[src/rtl/mc_controller_pkg.sv]
// ---------------------------------------------------------------------------
// mc_controller_pkg
// Shared types for the multi-cycle RV32I controller:
//   - e_mcState  : main FSM states
//   - OP_*       : supported opcodes
//   - e_resultSrc, e_aluSrcA, e_aluSrcB, e_immSrc : datapath select encodings
//   - e_aluOp    : 4-bit ALU operation code
//   - t_ctrl     : bundle of Moore outputs for one state
//   - state_ctrl : maps a state to its Moore outputs
// ---------------------------------------------------------------------------
package mc_controller_pkg;

    typedef enum logic [3:0] {
        FETCH, DECODE, MEMADR, MEMREAD, MEMWB, MEMWRITE,
        EXECR, EXECI, ALUWB, JAL, BEQ, TRAP
    } e_mcState;

    localparam logic [6:0] OP_LW  = 7'b0000011;
    localparam logic [6:0] OP_SW  = 7'b0100011;
    localparam logic [6:0] OP_R   = 7'b0110011;
    localparam logic [6:0] OP_I   = 7'b0010011;
    localparam logic [6:0] OP_JAL = 7'b1101111;
    localparam logic [6:0] OP_BEQ = 7'b1100011;

    typedef enum logic [1:0] {
        RES_ALUOUT = 2'b00,
        RES_DATA   = 2'b01,
        RES_ALU    = 2'b10
    } e_resultSrc;

    typedef enum logic [1:0] {
        SRCA_PC    = 2'b00,
        SRCA_OLDPC = 2'b01,
        SRCA_RS1   = 2'b10
    } e_aluSrcA;

    typedef enum logic [1:0] {
        SRCB_RS2  = 2'b00,
        SRCB_IMM  = 2'b01,
        SRCB_FOUR = 2'b10
    } e_aluSrcB;

    typedef enum logic [1:0] {
        IMM_I = 2'b00,
        IMM_S = 2'b01,
        IMM_B = 2'b10,
        IMM_J = 2'b11
    } e_immSrc;

    typedef enum logic [3:0] {
        ALU_ADD = 4'd0,
        ALU_SUB = 4'd1,
        ALU_AND = 4'd2,
        ALU_OR  = 4'd3,
        ALU_XOR = 4'd4
    } e_aluOp;

    typedef struct packed {
        logic       pc_update;
        logic       branch;
        logic       adr_src;
        logic       mem_write;
        logic       ir_write;
        logic       reg_write;
        e_resultSrc result_src;
        e_aluSrcA   alu_src_a;
        e_aluSrcB   alu_src_b;
        e_aluOp     alu_op;
        logic       illegal;
    } t_ctrl;

    // exec_op is only consulted in EXECR/EXECI; every other state has a fixed op.
    function automatic t_ctrl state_ctrl(input e_mcState s, input e_aluOp exec_op);
        t_ctrl c;
        c = '0;
        case (s)
            FETCH: begin
                c.ir_write   = 1'b1;
                c.alu_src_a  = SRCA_PC;
                c.alu_src_b  = SRCB_FOUR;
                c.result_src = RES_ALU;
                c.pc_update  = 1'b1;
            end
            DECODE: begin
                c.alu_src_a = SRCA_OLDPC;
                c.alu_src_b = SRCB_IMM;
            end
            MEMADR: begin
                c.alu_src_a = SRCA_RS1;
                c.alu_src_b = SRCB_IMM;
            end
            MEMREAD:  c.adr_src = 1'b1;
            MEMWB: begin
                c.result_src = RES_DATA;
                c.reg_write  = 1'b1;
            end
            MEMWRITE: begin
                c.adr_src   = 1'b1;
                c.mem_write = 1'b1;
            end
            EXECR: begin
                c.alu_src_a = SRCA_RS1;
                c.alu_src_b = SRCB_RS2;
                c.alu_op    = exec_op;
            end
            EXECI: begin
                c.alu_src_a = SRCA_RS1;
                c.alu_src_b = SRCB_IMM;
                c.alu_op    = exec_op;
            end
            ALUWB: begin
                c.result_src = RES_ALUOUT;
                c.reg_write  = 1'b1;
            end
            JAL: begin
                c.alu_src_a  = SRCA_OLDPC;
                c.alu_src_b  = SRCB_FOUR;
                c.result_src = RES_ALUOUT;
                c.pc_update  = 1'b1;
            end
            BEQ: begin
                c.alu_src_a  = SRCA_RS1;
                c.alu_src_b  = SRCB_RS2;
                c.alu_op     = ALU_SUB;
                c.result_src = RES_ALUOUT;
                c.branch     = 1'b1;
            end
            TRAP:     c.illegal = 1'b1;
            default:  c = '0;
        endcase
        return c;
    endfunction

endpackage

[src/rtl/mc_controller_alu_decoder.sv]
// ---------------------------------------------------------------------------
// mc_controller_alu_decoder
// Combinational ALU-operation decode and legality check for the controller.
// Ports:
//   op          in   7  instruction opcode
//   funct3      in   3  instr[14:12]
//   funct7b5    in   1  instr[30]
//   alu_op      out  4  ALU operation for EXECR/EXECI
//   unsupported out  1  high when this core cannot execute the instruction
// ---------------------------------------------------------------------------
module mc_controller_alu_decoder
    import mc_controller_pkg::*;
(
    input  logic [6:0] op,
    input  logic [2:0] funct3,
    input  logic       funct7b5,
    output logic [3:0] alu_op,
    output logic       unsupported
);

    always_comb begin
        alu_op = ALU_ADD;
        case (funct3)
            // addi shares funct3 000 with add/sub but has no funct7, so only R-type may subtract
            3'b000:  alu_op = (op == OP_R && funct7b5) ? ALU_SUB : ALU_ADD;
            3'b100:  alu_op = ALU_XOR;
            3'b110:  alu_op = ALU_OR;
            3'b111:  alu_op = ALU_AND;
            default: alu_op = ALU_ADD;
        endcase
    end

    always_comb begin
        unsupported = 1'b0;
        case (op)
            OP_LW, OP_SW: unsupported = (funct3 != 3'b010);
            OP_BEQ:       unsupported = (funct3 != 3'b000);
            OP_R, OP_I:   unsupported = !(funct3 inside {3'b000, 3'b100, 3'b110, 3'b111});
            OP_JAL:       unsupported = 1'b0;
            default:      unsupported = 1'b1;
        endcase
    end

endmodule

[src/rtl/mc_controller.sv]
// ---------------------------------------------------------------------------
// mc_controller
// Multi-cycle RV32I control unit: main Moore FSM plus ALU-op and immediate
// decode. Drives datapath enables and mux selects.
//
// Optional feature: define MC_CTRL_PERF_CNT_EN to add the cycle and
// instructions-retired counters (width PERF_CNT_W).
//
// Ports:
//   i_clk, i_rst                 clock, async active-high reset
//   i_op/i_funct3/i_funct7b5     instruction fields, valid from DECODE on
//   i_zeroFlag                   ALU zero flag, used in BEQ
//   o_pcWrite                    PC enable (pcUpdate | branch & zero)
//   o_adrSrc, o_memWrite         memory address select, data write enable
//   o_irWrite, o_regWrite        IR/oldPC enable, register file write enable
//   o_resultSrc, o_aluSrcA/B     result and ALU operand selects
//   o_immSrc                     immediate type, decoded from i_op
//   o_aluLogicOperation          ALU op code
//   o_illegalInstr               sticky, high while in TRAP
//   o_cycleCount/o_instretCount  performance counters (macro only)
// ---------------------------------------------------------------------------
module mc_controller
    import mc_controller_pkg::*;
#(
    parameter int PERF_CNT_W = 32
)
(
    input  logic       i_clk,
    input  logic       i_rst,
    input  logic [6:0] i_op,
    input  logic [2:0] i_funct3,
    input  logic       i_funct7b5,
    input  logic       i_zeroFlag,
    output logic       o_pcWrite,
    output logic       o_adrSrc,
    output logic       o_memWrite,
    output logic       o_irWrite,
    output logic       o_regWrite,
    output logic [1:0] o_resultSrc,
    output logic [1:0] o_aluSrcA,
    output logic [1:0] o_aluSrcB,
    output logic [1:0] o_immSrc,
    output logic [3:0] o_aluLogicOperation,
    output logic       o_illegalInstr
`ifdef MC_CTRL_PERF_CNT_EN
    ,
    output logic [PERF_CNT_W-1:0] o_cycleCount,
    output logic [PERF_CNT_W-1:0] o_instretCount
`endif
);

    // state    | meaning
    // FETCH    | read instr at PC, PC <= PC+4
    // DECODE   | classify opcode, compute branch/jump target
    // MEMADR   | rs1 + imm address for lw/sw
    // MEMREAD  | read data memory at ALUOut
    // MEMWB    | write loaded data to rd
    // MEMWRITE | write rs2 to data memory
    // EXECR    | R-type ALU operation
    // EXECI    | I-type ALU operation
    // ALUWB    | write ALUOut to rd
    // JAL      | PC <= target, ALU forms oldPC+4 for rd
    // BEQ      | compare rs1/rs2, take branch on zero
    // TRAP     | unsupported instruction, parked until reset

    e_mcState   state;
    e_mcState   state_n;
    t_ctrl      ctrl_q;
    logic [3:0] dec_alu_op;
    logic       dec_unsupported;

    mc_controller_alu_decoder u_alu_decoder (
        .op          (i_op),
        .funct3      (i_funct3),
        .funct7b5    (i_funct7b5),
        .alu_op      (dec_alu_op),
        .unsupported (dec_unsupported)
    );

    always_comb begin
        state_n = state;
        case (state)
            FETCH:    state_n = DECODE;
            DECODE: begin
                if (dec_unsupported) begin
                    state_n = TRAP;
                end else begin
                    case (i_op)
                        OP_LW, OP_SW: state_n = MEMADR;
                        OP_R:         state_n = EXECR;
                        OP_I:         state_n = EXECI;
                        OP_JAL:       state_n = JAL;
                        OP_BEQ:       state_n = BEQ;
                        default:      state_n = TRAP;
                    endcase
                end
            end
            MEMADR:   state_n = (i_op == OP_LW) ? MEMREAD : MEMWRITE;
            MEMREAD:  state_n = MEMWB;
            MEMWB:    state_n = FETCH;
            MEMWRITE: state_n = FETCH;
            EXECR:    state_n = ALUWB;
            EXECI:    state_n = ALUWB;
            ALUWB:    state_n = FETCH;
            JAL:      state_n = ALUWB;
            BEQ:      state_n = FETCH;
            TRAP:     state_n = TRAP;
            default:  state_n = FETCH;
        endcase
    end

    // Outputs are registered from the next state so they line up with the
    // state register; the reset value is the FETCH decode so FETCH outputs
    // are present in the first cycle after reset is released.
    always_ff @(posedge i_clk or posedge i_rst) begin
        if (i_rst) begin
            state  <= FETCH;
            ctrl_q <= state_ctrl(FETCH, ALU_ADD);
        end else begin
            state  <= state_n;
            ctrl_q <= state_ctrl(state_n, e_aluOp'(dec_alu_op));
        end
    end

    // Enables are gated by reset combinationally so an abort is immediate.
    assign o_pcWrite  = ~i_rst & (ctrl_q.pc_update | (ctrl_q.branch & i_zeroFlag));
    assign o_memWrite = ~i_rst & ctrl_q.mem_write;
    assign o_irWrite  = ~i_rst & ctrl_q.ir_write;
    assign o_regWrite = ~i_rst & ctrl_q.reg_write;

    assign o_adrSrc            = ctrl_q.adr_src;
    assign o_resultSrc         = ctrl_q.result_src;
    assign o_aluSrcA           = ctrl_q.alu_src_a;
    assign o_aluSrcB           = ctrl_q.alu_src_b;
    assign o_aluLogicOperation = ctrl_q.alu_op;
    assign o_illegalInstr      = ctrl_q.illegal;

    always_comb begin
        case (i_op)
            OP_SW:   o_immSrc = IMM_S;
            OP_BEQ:  o_immSrc = IMM_B;
            OP_JAL:  o_immSrc = IMM_J;
            default: o_immSrc = IMM_I;
        endcase
    end

`ifdef MC_CTRL_PERF_CNT_EN
    logic [PERF_CNT_W-1:0] cycle_q;
    logic [PERF_CNT_W-1:0] instret_q;

    always_ff @(posedge i_clk or posedge i_rst) begin
        if (i_rst) begin
            cycle_q   <= '0;
            instret_q <= '0;
        end else begin
            cycle_q <= cycle_q + PERF_CNT_W'(1);
            // these states always return to FETCH, so the edge out of them retires
            if (state inside {MEMWB, MEMWRITE, ALUWB, BEQ}) begin
                instret_q <= instret_q + PERF_CNT_W'(1);
            end
        end
    end

    assign o_cycleCount   = cycle_q;
    assign o_instretCount = instret_q;
`endif

endmodule
[config.mk]
export PLATFORM = sky130hd
export DESIGN_NAME = mc_controller
export DESIGN_NICKNAME = d
export VERILOG_FILES = /design/src/rtl/mc_controller_pkg.sv /design/src/rtl/mc_controller_alu_decoder.sv /design/src/rtl/mc_controller.sv
export SDC_FILE = /design/constraint.sdc
export NUM_CORES = 1
export LEC_CHECK = 0
export ABC_AREA = 0
export ABC_CLOCK_PERIOD_IN_PS = 2300
export CAP_MARGIN = 10
export CORE_MARGIN = 5
export CORE_UTILIZATION = 30
export CTS_BUF_LIST = sky130_fd_sc_hd__clkbuf_4 sky130_fd_sc_hd__clkbuf_8
export CTS_CLUSTER_DIAMETER = 80
export DETAILED_ROUTE_END_ITERATION = 12
export SYNTH_ARGS = -nofsm -noshare
export SYNTH_HDL_FRONTEND = slang
export SYNTH_HIERARCHICAL = 1
export SYNTH_SLANG_ARGS = --single-unit
export TNS_END_PERCENT = 50
[constraint.sdc]
create_clock -name i_clk -period 2.3 [get_ports i_clk]
set_input_delay 0.46 -clock i_clk [delete_from_list [all_inputs] [get_ports i_clk]]
set_output_delay 0.46 -clock i_clk [all_outputs]
set_load 0.01 [all_outputs]
==> results.yml, run 1 <==
status:
  status: "finished with violations"
  violations: "negative setup slack"
finish:
  nets: 190
  area_growth_pct: 60.5
  layout-drive-gt1-share: 0.429
  num_antenna_cells: 0
  fillCellCount: 353
  final_util: 0.510
logic_synthesis:
  synth_nets: 137
  ys_seq_area_frac: 0.424
  synth-seq-cells: 20
  synth-simple-area-share: 0.285
  ys_top_cells_by_area: "dfrtp_1, buf_4, dfstp_2, inv_1, nor3_1"
  yosysTopAreaCell: "dfrtp_1"
  synth_async_sr_flop_share: 1.00
  synth_compound_area_frac: 0.156
  synthAdderAreaFrac: 0.00841
  synth_area_um2: 1190
  synth_xor_area_frac: 0.00736
  synth_area_per_cell_um2: 9.67
  ys.flop_type: "dfrtp_1"
  synth_top_area_share: 0.358
  ys.warnings.count: 6
  synth_common_cells: "dfrtp_1, buf_4, inv_1"
  synth_cell_types: 48
  yosys-mux-area-fraction: 0
  synth_edf_count: 0
  yosysMostFrequentCell: "dfrtp_1"
  synth_top_family_by_area: "simple AND/OR/NAND/NOR gates"
  postSynthCellCount: 123
timing:
  finalWorstSetupSlack_ns: -0.136
  fin_crit_sh: 1.06
  rsz0062_at_grt: "yes"
  fin_crit_ns: 2.44
  hold_viol: 0
  tns_ns: -0.335
  setup_viol_count_final: 5
  slew_viol_final: 0
  fin_worst_skew_ns: 0.00885
  fmax_ghz: 0.411
power_and_ir_drop:
  power_frac_comb: 0.535
  peakVddDrop_mv: 0.363
  power_density_nw_per_um2: 1050
  clockPowerShare: 0.172
  p_leak_uw: 0.000841
  p_int_uw: 1340
  p_switching_uw: 671
  sw_frac_of_total: 0.334
  seq_power_share: 0.293
critical_path:
  critPathLaunchType: "input port"
  cp.arrival_ns: 2.59
  crit_chain: "buf_6, or3b_4, a21oi_2, a211oi_1, or4b_4, or2_4, nor2_4, o311a_4, or2b_4, and3_4"
  end_kind: "register"
  cpPeakStageDelay_ns: 0.49
  cp.required_ns: 2.45
  critPathSlowestCell: "or4b_4"
  critical_path_buf_inv_count: 1
  crit_fanout: 2
  timing_worst_setup_path_type: "in2reg"
  crit_family: "simple AND/OR/NAND/NOR gates"
cts:
  numClockSinks: 20
  htree_levels: 1
  clockBufferDepth: 2
  holdBufCountCts: 0
  cts_tree: "built"
  clock_latency_ns: 0.26
  cts_buffers: 3
  cts-root-buf: "clkbuf_8"
  clkSlewWorstSetupHoldPaths_ns: 0.08
routing:
  vias: 1092
  detail_route.wl_per_cell_um: 13.5
  drc: 0
  vias_per_cell: 4.90
  drt-initial-drc-count: 32
  finalWirelength_um: 3000
  ant_nets: 0
  drtPass1Iterations: 4
floorplanning:
  start_util: 0.318
  die-area_um2: 5330
  ioPinCount: 32
  row_count: 22
  die_w_um: 73.0
  core_um2: 3740
  fp.dieH_um: 73.0
job:
  maxCapViolations: 0
global_route:
  use_met1: 0.128
  grt_antenna_before_repair: 0
  grt_max_degree: 21
  gr-total-overflow: 0
  grt-busiest-layer: "met2"
  use_met3: 0.0165
  grt_use_total: 0.122
  grtUsageMet2: 0.216
  grt_pass1_wl_um: 4990
  grt_pass1_vias: 1131
placed_design:
  place_congestion: 0.807
  dp_slack_ns: -0.839
  detailed_place_hpwl_um: 2270
  port_buffers: 31
min_path:
  hold_class: "in2reg"
registers in the layout, indices dropped and copies added (netlist names):
name and count:
ctrl_q 5, o_adrSrc 1, o_aluLogicOperation 4, o_aluSrcA 2, o_aluSrcB 2, o_illegalInstr 1
o_resultSrc 1, state 4
final timing paths:
kind	startpoint	end	slack, ns	depth (start not counted)
min in group asynchronous	i_rst	o_aluSrcA[0]$_DFF_PP0_	0.65	3
setup reg to reg	state[1]$_DFF_PP0_	ctrl_q[16]$_DFF_PP1_	0.39	4
hold / removal	i_funct3[1]	o_aluLogicOperation[2]$_DFF_PP0_	0.63	4
hold reg to reg	state[0]$_DFF_PP0_	o_resultSrc[0]$_DFF_PP0_	0.69	1
setup / recovery	i_funct3[2]	ctrl_q[11]$_DFF_PP0_	-0.14	10
max in group asynchronous	i_rst	ctrl_q[16]$_DFF_PP1_	1.38	3
power groups by stage:
stage / sequential (uW) / combinational [uW] / clock [uW]
2_1_floorplan: 523 / 617 / 0
3_3_place_gp: 589 / 884 / 0
3_5_place_dp: 595 / 901 / 0
4_1_cts: 590 / 1040 / 353
5_1_grt: 606 / 1140 / 367
6_report: 588 / 1070 / 346
routing by layer:
metal / part of all wire / wire [um]
met1: 0.38 / 1140
met2: 0.51 / 1540
met3: 0.058 / 173
met4: 0.049 / 147
met5: 0 / 0
repair_timing:
action                                  CTS  global route
endpoints found under the hold margin     0             0
pin swaps                                22            10
gates resized for setup                  45            11
setup buffers                             2             3
endpoints found under the setup margin   17            16
area by class of cell:
class	instances	area, um2	share of cell area
Clock buffer	3	41.3	0.0216
Clock inverter	1	30.0	0.0157
Inverter	9	36.3	0.0190
Multi-Input combinational cell	79	671	0.351
Sequential cell	20	504	0.264
Tap cell	48	60.1	0.0315
Timing Repair Buffer	63	567	0.297
cells in the final DEF (no fill, tap or decap), drive strengths merged, types with 2 or more instances in the layout:
| master | Yosys | layout |
|---|---|---|
| buf | 14 | 35 |
| clkdlybuf4s50 | 0 | 20 |
| dfrtp | 17 | 17 |
| inv | 9 | 9 |
| nand2 | 8 | 8 |
| nor2 | 8 | 8 |
| nor3 | 6 | 6 |
| and2 | 5 | 5 |
| nor2b | 4 | 4 |
| dlygate4sd2 | 0 | 4 |
| clkbuf | 1 | 4 |
| o211ai | 4 | 4 |
| dfstp | 3 | 3 |
| nand2b | 3 | 3 |
| a21oi | 3 | 3 |
| nand3 | 2 | 2 |
| nor3b | 2 | 2 |
| or4b | 2 | 2 |
| nor4 | 2 | 2 |
| nand3b | 2 | 2 |
| nand4 | 2 | 2 |
| a31o | 2 | 2 |
| clkdlybuf4s15 | 0 | 2 |
| o31ai | 2 | 2 |
through the flow:
step / total power, uW / hold WS, ns / std cells / instance area [um2]
floorplan: 1140 / 0.422 / 123 / 1210
global placement: 1470 / 0.685 / 214 / 1680
detailed placement: 1500 / 0.689 / 214 / 1680
CTS: 1980 / 0.630 / 220 / 1870
global route: 2110 / 0.649 / 223 / 1910
finish: 2010 / 0.629 / 223 / 1910
worst register-to-register path: cells and delay by family, from the launching register on:
| family | cells | cell delay, ns |
|---|---|---|
| AOI/OAI and AO/OA | 2 | 0.57 |
| and+or+nand+nor | 1 | 0.61 |
| buffers and inverters | 1 | 0.19 |
| DFF | 1 | 0.48 |
kinds of logic after synthesis:
family / after synthesis
AND/OR/NAND/NOR: 54
buffers and inverters: 24
AO/OA/AOI/OAI: 22
flip-flops: 20
XOR/XNOR: 1
adder cells (fa/ha/maj): 1
other: 1
No activity file was read; power rests on OpenSTA's default activity.
==> run 2, diff against run 1 <==
CORE_UTILIZATION = 41   (was 30)
PLACE_DENSITY = 0.7   (was default)
==> run 2 against run 1 <==
Against the previous run: the run still ends with negative setup slack left; utilization increased by 13 points; sequential power about the same; critical endpoint unchanged; largest cell class unchanged; maximum frequency increased by 2.6%; worst setup slack improved by 0.061 ns.
==> results.yml, run 2 (same netlist as run 1, synthesis figures left out) <==
finish:
  num_antenna_cells: 0
  layout-drive-gt1-share: 0.384
  final_util: 0.640
  final_cell_mix: "buf_4, clkdlybuf4s50_1, dfrtp_1"
  nets: 187
  multi_input_area_um2: 637
  mostFrequentLayoutCell: "buf_4"
  largest_reg_flops: 5
  design_area_um2: 1770
  final-seq-area_um2: 504
  area_growth_pct: 48.4
  top_register: "ctrl_q"
  fillCellCount: 238
global_route:
  grt_max_degree: 21
  grt_pass1_vias: 1160
  grt_use_total: 0.140
  grt_pass1_wl_um: 4780
  gr-total-overflow: 0
  grt_antenna_before_repair: 0
job:
  maxCapViolations: 0
power_and_ir_drop:
  power_density_nw_per_um2: 982
  totalPowerFinal_uw: 1730
  p_leak_uw: 0.000801
  peakVddDrop_mv: 0.916
routing:
  detail_route.wl_per_cell_um: 13.5
  drc: 0
  drt-initial-drc-count: 20
  ant_nets: 0
  vias_per_cell: 5.31
  drtPass1Iterations: 4
  vias: 1077
  finalWirelength_um: 2740
timing:
  fmax_ghz: 0.421
  holdWs_ns: 0.588
  slew_viol_final: 0
  rsz0062_at_grt: "yes"
  fin_crit_sh: 1.03
  setup_viol_count_final: 6
  finalWorstSetupSlack_ns: -0.0748
  hold_viol: 0
  fin_crit_ns: 2.37
  tightest_slew_ns: 0.704
  fin_worst_skew_ns: 0.00284
  slew_headroom: 0.530
placed_design:
  place_congestion: 0.825
  dp_slack_ns: -0.860
  port_buffers: 31
  detailed_place_hpwl_um: 2170
  placed_cell_area_um2: 1640
status:
  status: "finished with violations"
  violations: "negative setup slack"
floorplanning:
  core_um2: 2760
  ioPinCount: 32
  fp.dieH_um: 63.9
  row_count: 19
  die_w_um: 63.9
  die-area_um2: 4080
  start_util: 0.431
min_path:
  hold_class: "in2reg"
cts:
  cts_buffers: 3
  htree_levels: 1
  cts_tree: "built"
  clock_latency_ns: 0.29
  holdBufCountCts: 0
  numClockSinks: 20
  clkSlewWorstSetupHoldPaths_ns: 0.10
  cts-root-buf: "clkbuf_4"
  clockBufferDepth: 2
critical_path:
  cp.arrival_ns: 2.57
  end_kind: "register"
  timing_worst_setup_path_type: "in2reg"
  crit_fanout: 2
  cp.required_ns: 2.49
  critPathLaunchType: "input port"
==> run 2: cell type report <==
cell class                 instances  share of cell area
timing repair buffer              60               0.296
tap                               31              0.0220
sequential                        20               0.286
clock buffer                       4              0.0170
multi-input combinational         79               0.361
inverter                           9              0.0191
==> run 2: metal layers <==
layer,global-route usage,vias up,part of all wire
li1,-,525,-
met1,0.148,500,0.38
met2,0.263,44,0.53
met3,0.0228,8,0.063
met4,0.0727,0,0.028
met5,0,-,0
==> run 2: power by group <==
group / switching, uW / internal [uW] / total (uW)
clock: 95.9 / 79.3 / 175
combinational: 421 / 553 / 973
sequential: 96.9 / 489 / 585
==> run 2: repair_timing <==
action                     4_1_cts  5_1_grt
gates cloned                     0        0
buffers inserted                 3        1
pin swaps                       14        4
gates resized for setup         34        7
setup endpoints to repair       17       13
==> run 2: worst paths after layout <==
| kind | start | end | slack (ns) | depth (start not counted) |
|---|---|---|---|---|
| setup / recovery | i_funct3[2] | ctrl_q[11]$_DFF_PP0_ | -0.07 | 10 |
| hold / removal | i_funct3[1] | o_aluLogicOperation[2]$_DFF_PP0_ | 0.59 | 4 |
| setup reg to reg | state[3]$_DFF_PP0_ | ctrl_q[11]$_DFF_PP0_ | 0.40 | 5 |
| hold reg to reg | state[2]$_DFF_PP0_ | o_adrSrc$_DFF_PP0_ | 0.70 | 1 |
| max in group asynchronous | i_rst | o_illegalInstr$_DFF_PP0_ | 1.17 | 2 |
| min in group asynchronous | i_rst | o_aluSrcB[0]$_DFF_PP0_ | 0.68 | 2 |
==> run 2: metrics by stage <==
stage | cells | setup TNS, ns
6_report | 203 | -0.292
5_1_grt | 203 | -1.37
3_3_place_gp | 195 | -10.76
4_1_cts | 202 | -0.268
2_1_floorplan | 123 | -2.33
3_5_place_dp | 195 | -11.41
==> run 2: worst max-delay path, stage by stage <==
cell and delay, ns:
buf_6 0.09, or3b_1 0.38, a21oi_2 0.15, a211oi_2 0.05, or4b_4 0.48, or2_4 0.27, nor2_4 0.09, o311a_4 0.19
or2b_4 0.26, and3_4 0.14
